<file path="src/rtl/md_pkg.sv">
// Shared types and sizing for the neighbour-particle path feeding the force pipeline.
// The filter arbiter and its round-robin selector take their defaults from here.
package md_pkg;

  localparam int NUM_FILTER      = 8;
  localparam int FILTER_ID_WIDTH = $clog2(NUM_FILTER);
  // Read request to arb_valid, in cycles: one for the buffer read, one for the output register.
  localparam int ARB_LATENCY     = 2;

  localparam int CELL_ID_WIDTH = 9;
  localparam int COORD_WIDTH   = 16;

  typedef struct packed {
    logic [CELL_ID_WIDTH-1:0] cell_id;
    logic [COORD_WIDTH-1:0]   z;
    logic [COORD_WIDTH-1:0]   y;
    logic [COORD_WIDTH-1:0]   x;
  } position_data_t;

endpackage

</file>
<file path="src/rtl/rr_arbiter.sv">
// Round-robin selector: grants the first requester at or after the pointer,
// then moves the pointer one past the winner. The pointer holds when nothing is granted.
module rr_arbiter #(
  parameter int N = 8,
  parameter int W = $clog2(N)
) (
  input  logic         clk,
  input  logic         rst,
  input  logic [N-1:0] req,
  input  logic         en,
  output logic [N-1:0] grant,
  output logic [W-1:0] grant_idx,
  output logic         grant_valid
);

  logic [W-1:0] ptr;

  // Index arithmetic modulo N, so the search wraps from N-1 back to 0 without skipping.
  function automatic logic [W-1:0] wrap_add(input logic [W-1:0] base, input int off);
    int sum;
    sum = int'(base) + off;
    if (sum >= N) sum = sum - N;
    return sum[W-1:0];
  endfunction

  always_comb begin
    grant       = '0;
    grant_idx   = '0;
    grant_valid = 1'b0;
    if (en) begin
      for (int off = 0; off < N; off++) begin
        if (!grant_valid && req[wrap_add(ptr, off)]) begin
          grant_valid = 1'b1;
          grant_idx   = wrap_add(ptr, off);
        end
      end
    end
    if (grant_valid) grant[grant_idx] = 1'b1;
  end

  always_ff @(posedge clk or posedge rst) begin
    if (rst) begin
      ptr <= '0;
    end else if (grant_valid) begin
      ptr <= wrap_add(grant_idx, 1);
    end
  end

endmodule

</file>
<file path="src/rtl/filter_arbiter.sv">
// Shares one force pipeline among NUM_FILTER filter buffers: round-robin read grant,
// registered select for the buffer q, and a registered output stage (two-cycle latency).
module filter_arbiter
  import md_pkg::position_data_t;
#(
  parameter int NUM_FILTER = md_pkg::NUM_FILTER
) (
  input  logic                                   clk,
  input  logic                                   rst,
  input  logic [NUM_FILTER-1:0]                  filter_empty,
  input  position_data_t [NUM_FILTER-1:0]        filter_rd_data,
  input  logic [NUM_FILTER-1:0]                  filter_back_pressure,
  input  logic                                   force_ready,
  output logic [NUM_FILTER-1:0]                  filter_rd_en,
  output position_data_t                         arb_data,
  output logic                                   arb_valid,
  output logic [$clog2(NUM_FILTER)-1:0]          arb_filter_sel,
  output logic                                   pair_gen_stall
);

  localparam int ID_W = $clog2(NUM_FILTER);

  logic [NUM_FILTER-1:0] grant;
  logic [ID_W-1:0]       grant_idx;
  logic                  grant_valid;
  logic                  grant_en;

  // force_ready means the pipeline can still absorb the two reads already in flight,
  // so a grant needs only force_ready and a non-empty buffer. No grant while in reset.
  assign grant_en = force_ready & ~rst;

  rr_arbiter #(
    .N (NUM_FILTER),
    .W (ID_W)
  ) u_rr_arbiter (
    .clk         (clk),
    .rst         (rst),
    .req         (~filter_empty),
    .en          (grant_en),
    .grant       (grant),
    .grant_idx   (grant_idx),
    .grant_valid (grant_valid)
  );

  assign filter_rd_en = grant;

  // Stage 1: remembers which buffer was read, its q is valid during this cycle.
  logic            s1_valid;
  logic [ID_W-1:0] s1_sel;
  position_data_t  s1_data;

  always_ff @(posedge clk or posedge rst) begin
    if (rst) begin
      s1_valid <= 1'b0;
      s1_sel   <= '0;
    end else begin
      s1_valid <= grant_valid;
      s1_sel   <= grant_idx;
    end
  end

  assign s1_data = filter_rd_data[s1_sel];

  // Output stage: arb_valid is a single-cycle qualifier with no ready; data and
  // select hold their last value while arb_valid is low.
  always_ff @(posedge clk or posedge rst) begin
    if (rst) begin
      arb_valid      <= 1'b0;
      arb_data       <= '0;
      arb_filter_sel <= '0;
    end else begin
      arb_valid <= s1_valid;
      if (s1_valid) begin
        arb_data       <= s1_data;
        arb_filter_sel <= s1_sel;
      end
    end
  end

  always_ff @(posedge clk or posedge rst) begin
    if (rst) begin
      pair_gen_stall <= 1'b0;
    end else begin
      pair_gen_stall <= |filter_back_pressure;
    end
  end

endmodule

</file>
<file path="config.mk">
export PLATFORM = sky130hd
export DESIGN_NAME = filter_arbiter
export DESIGN_NICKNAME = d
export VERILOG_FILES = /design/src/rtl/md_pkg.sv /design/src/rtl/rr_arbiter.sv /design/src/rtl/filter_arbiter.sv
export SDC_FILE = /design/constraint.sdc
export NUM_CORES = 1
export LEC_CHECK = 0
export ABC_CLOCK_PERIOD_IN_PS = 4600
export CELL_PAD_IN_SITES_DETAIL_PLACEMENT = 1
export CELL_PAD_IN_SITES_GLOBAL_PLACEMENT = 1
export CORE_AREA = 2 2 211 213
export DETAILED_ROUTE_END_ITERATION = 8
export DIE_AREA = 0 0 213 215
export PLACE_DENSITY_LB_ADDON = 0.1
export SETUP_SLACK_MARGIN = 0.4
export SYNTH_ARGS = -nofsm -noshare
export SYNTH_HDL_FRONTEND = slang
export SYNTH_SLANG_ARGS = --single-unit
export TNS_END_PERCENT = 1
</file>
<file path="constraint.sdc">
create_clock -name clk -period 4.6 [get_ports clk]
set_input_delay 0.92 -clock clk [delete_from_list [all_inputs] [get_ports clk]]
set_output_delay 0.92 -clock clk [all_outputs]
set_load 0.01 [all_outputs]
</file>
==> run_results.csv <==
group,metric,value,unit
floorplanning,fp.dieArea,45800,sq um
global_route,grt-ovfl-total,0,
logic_synthesis,syn-num-nets,1032,
timing,whs,0.504,ns
clock_network,cts-htree-levels,3,
timing,min_period,4.30,ns
clock_network,cts_inserted_buffers,9,
logic_synthesis,syn-instance-count,554,
detailed_routing,viasPerCell,4.28,
place,buffer_ports.inserted,544,
clock_network,clock-sinks,69,
final_layout,fillerInstances,4820,
pwr,total_power,0.00658,W
timing,timing.slew.headroom,31.3,%
clock_network,clock_path_buffers,2,
detailed_routing,wl_per_cell,24.6,um
final_layout,drive_gt1_share,23.6,%
pwr,power_frac_clock,10.9,%
logic_synthesis,synth-edff-count,0,
pwr,leakagePower,4.82,nW
final_layout,syn2layout_area_growth,102,%
logic_synthesis,dominantRegCellSynth,"sky130_fd_sc_hd__dfrtp_1",
logic_synthesis,synth_xor_xnor_area_share,0.493,%
floorplanning,dieWidth,213,um
logic_synthesis,yosysMostFrequentCell,"sky130_fd_sc_hd__mux4_2",
floorplanning,core_area,43600,sq um
logic_synthesis,synth_simple_gate_area_share,6.93,%
detailed_routing,postRouteWirelength,42500,um
critical_path,crit_path_start_kind,"register",
floorplanning,pin_count,545,
detailed_routing,drt_pass1_iterations,4,
detailed_routing,first_iter_violations,285,
final_layout,num-nets-final,1597,
logic_synthesis,synth.yosys.seq_area_share,25.2,%
logic_synthesis,synth_mux_area_share,53.8,%
critical_path,max_stage_delay,0.50,ns
logic_synthesis,post_synth_fa_ha_maj_area_fraction,0.547,%
floorplanning,initial_utilization,15.7,%
logic_synthesis,post-synth-top-area-fraction,42.0,%
worst_hold_path,min-delay-path-class,"reg2reg",
logic_synthesis,synth_top_cell_by_area,"sky130_fd_sc_hd__mux4_2",
floorplanning,number_of_rows_in_the_core_area,77,
timing,finalClockSkew,0.00864,ns
critical_path,path_max_fanout,5,
pwr,p_sw_share,39.6,%
clock_network,insertion_delay,0.34,ns
logic_synthesis,syn_area_per_cell,12.4,sq um
pwr,p_seq_share,19.1,%
critical_path,kind_of_critical_path,"reg2out",
timing,finalHoldViolations,0,
logic_synthesis,synth_top_family_by_area,"multiplexers",
place,dp_hpwl,35000,um
detailed_routing,drc_errors,0,
pwr,combinationalPowerShare,70.0,%
timing,fmax,233,MHz
logic_synthesis,synthTopCellsByCount,"128 x sky130_fd_sc_hd__mux4_2, 69 x sky130_fd_sc_hd__dfrtp_1, 67 x sky130_fd_sc_hd__mux2i_1, 67 x sky130_fd_sc_hd__nor2_1, 59 x sky130_fd_sc_hd__a21oi_1",
logic_synthesis,count_of_different_cell_masters_after_synthesis,57,
logic_synthesis,synth-warning-count,0,
global_route,first_global_vias,8088,
logic_synthesis,synth-compound-area-share,8.88,%
place,place_congestion,0.808,
pwr,peakVddDrop,0.288,mV
timing,part_of_the_cycle_the_worst_path_needs,93.5,%
global_route,grt_use_total,18.1,%
timing,timing.final.setup_violations,0,
timing,tightest_slew,1.03,ns
detailed_routing,antenna_violating_nets_post_route,0,
status,run_status,"complete, no violations",
pwr,cellInternalPower,0.00397,W
timing,grt_setup_unrepaired,"yes",
critical_path,worstPathRequired,3.68,ns
logic_synthesis,synth.ff_latch_count,69,
pwr,cell_pwr_density,475,nW/um^2
pwr,power.switching,0.00261,W
floorplanning,die_height,215,um
logic_synthesis,share_of_flip_flops_with_an_asynchronous_set_or_reset,100,%
clock_network,reg_clk_slew_reported_paths,0.06,ns
critical_path,worstSetupEndpointType,"output port",
clock_network,root_buffer,"sky130_fd_sc_hd__clkbuf_16",
critical_path,crit_slowest_cell,"sky130_fd_sc_hd__mux4_2",
run,max_cap_violations,0,
logic_synthesis,post_synth_main_area_contributors,"sky130_fd_sc_hd__mux4_2 42%, sky130_fd_sc_hd__dfrtp_1 25%, sky130_fd_sc_hd__mux2i_1 9.8%",
clock_network,cts_tree,"done",
global_route,antenna_found_initial,20,
global_route,grt_pass1_wl,59500,um
detailed_routing,detailroute.via_count,7385,
global_route,grt_max_degree,68,
critical_path,critical_path_arrival,3.38,ns
logic_synthesis,mappedNetlistArea,6860,sq um
critical_path,critical_path.cell_chain,"clkinv_2, ha_4, buf_12, buf_16, mux4_2, mux2i_2, o22ai_2, and4_1, a221o_1, o211ai_2, inv_2, nor4_4, buf_2",
timing,slew_viol_final,0,
[layout by cell type, fill, tap and decap left out, drive strengths merged, types with 2 or more instances in the layout]
master | netlist | layout
clkinv | 3 | 5
and3 | 2 | 2
mux4 | 128 | 128
o221ai | 2 | 2
nand3 | 3 | 3
nor2 | 67 | 67
nor4 | 6 | 6
xnor2 | 2 | 2
nor3b | 3 | 3
nand2 | 7 | 7
dfrtp | 69 | 69
diode | 0 | 12
nand2b | 2 | 2
a221o | 2 | 2
o22ai | 5 | 5
a211oi | 4 | 4
o22a | 3 | 3
o211ai | 3 | 3
clkdlybuf4s50 | 0 | 528
mux2i | 69 | 69
a311oi | 2 | 2
nor3 | 7 | 7
inv | 10 | 9
or2 | 2 | 2
clkdlybuf4s15 | 0 | 8
a21oi | 59 | 59
clkbuf | 29 | 12
mux2 | 8 | 8
buf | 26 | 73
o21ai | 9 | 9
ha | 3 | 3
[stage by stage]
stage / TNS [ns] / cell area (sq um) / util [%] / std cells / worst slack [ns]
final: 0 / 13900 / 31.7 / 1726 / 0.299
after floorplan: 0 / 6880 / - / 554 / 0.374
after detailed placement: -3.19 / 13200 / 30.3 / 1681 / -0.428
after global routing: 0 / 13800 / 31.7 / 1723 / 0.144
after CTS: 0 / 13800 / 31.6 / 1713 / 0.306
after global placement: -3.08 / 13200 / 30.3 / 1681 / -0.401
[critical path: cells and delay by family (launching register included)]
family	cells	cell delay (ns)
adder cells (fa/ha/maj)	1	0.30
AND/OR/NAND/NOR	2	0.49
flip-flops	1	0.38
multiplexers	2	0.72
AO/OA/AOI/OAI	3	0.55
buffers and inverters	5	0.60
[flip-flops by register name (all words and copies together), names as in the netlist]
| name | cells |
|---|---|
| s1_valid | 1 |
| arb_filter_sel | 3 |
| u_rr_arbiter.ptr | 3 |
| s1_sel | 3 |
| arb_valid | 1 |
| pair_gen_stall | 1 |
| arb_data | 57 |
[path summary, 6_finish.rpt]
kind,depth (start not counted),to,start,slack (ns)
hold / removal,1,arb_filter_sel[1],arb_filter_sel[1],0.50
setup / recovery,13,filter_rd_en[6],u_rr_arbiter.ptr[1],0.30
setup reg to reg,17,u_rr_arbiter.ptr[2],u_rr_arbiter.ptr[1],0.82
hold reg to reg,1,arb_filter_sel[1],arb_filter_sel[1],0.50
max in group asynchronous,3,arb_data[51],rst,2.93
min in group asynchronous,2,arb_data[21],rst,0.91
[kinds of logic after synthesis]
| family | count (synthesis) |
|---|---|
| adders and majority gates | 3 |
| muxes | 205 |
| buffers and inverters | 68 |
| DFF | 69 |
| xor gates and xnor gates | 3 |
| and+or+nand+nor | 106 |
| AOI/OAI and AO/OA | 100 |
[final cells by class]
class | instances | area (sq um) | area share, %
clock inverters | 2 | 35.0 | 0.253
flip-flops and latches | 69 | 1740 | 12.6
well taps | 592 | 741 | 5.35
multi-input cells | 417 | 5000 | 36.1
inverters | 13 | 52.6 | 0.379
clock buffers | 12 | 256 | 1.85
repair buffers | 609 | 5990 | 43.3
diodes | 12 | 30.0 | 0.217
[power by group through the flow]
stage,combinational [W],clock (W),sequential (W)
final,0.00460,0.000715,0.00126
after global placement,0.00430,0,0.00128
after CTS,0.00463,0.000758,0.00128
after floorplan,0.00249,0,0.00111
after detailed placement,0.00428,0,0.00128
after global routing,0.00496,0.000775,0.00132
[per-layer routing]
metal	vias to the layer above	global-route usage (%)	wire, um
met5	-	0	88
met2	265	31.8	21700
met4	14	5.85	839
li1	3397	-	-
met1	3669	20.5	16200
met3	40	6.21	3770
[timing repair]
| item | in CTS | in global routing |
|---|---|---|
| endpoints found under the setup margin | 8 | 8 |
| gates cloned | 1 | 0 |
| resized for setup | 81 | 7 |
| pin swaps | 20 | 5 |
| hold buffers | 0 | 0 |
| setup buffers | 17 | 1 |
Power figures use the tool's default switching activity.
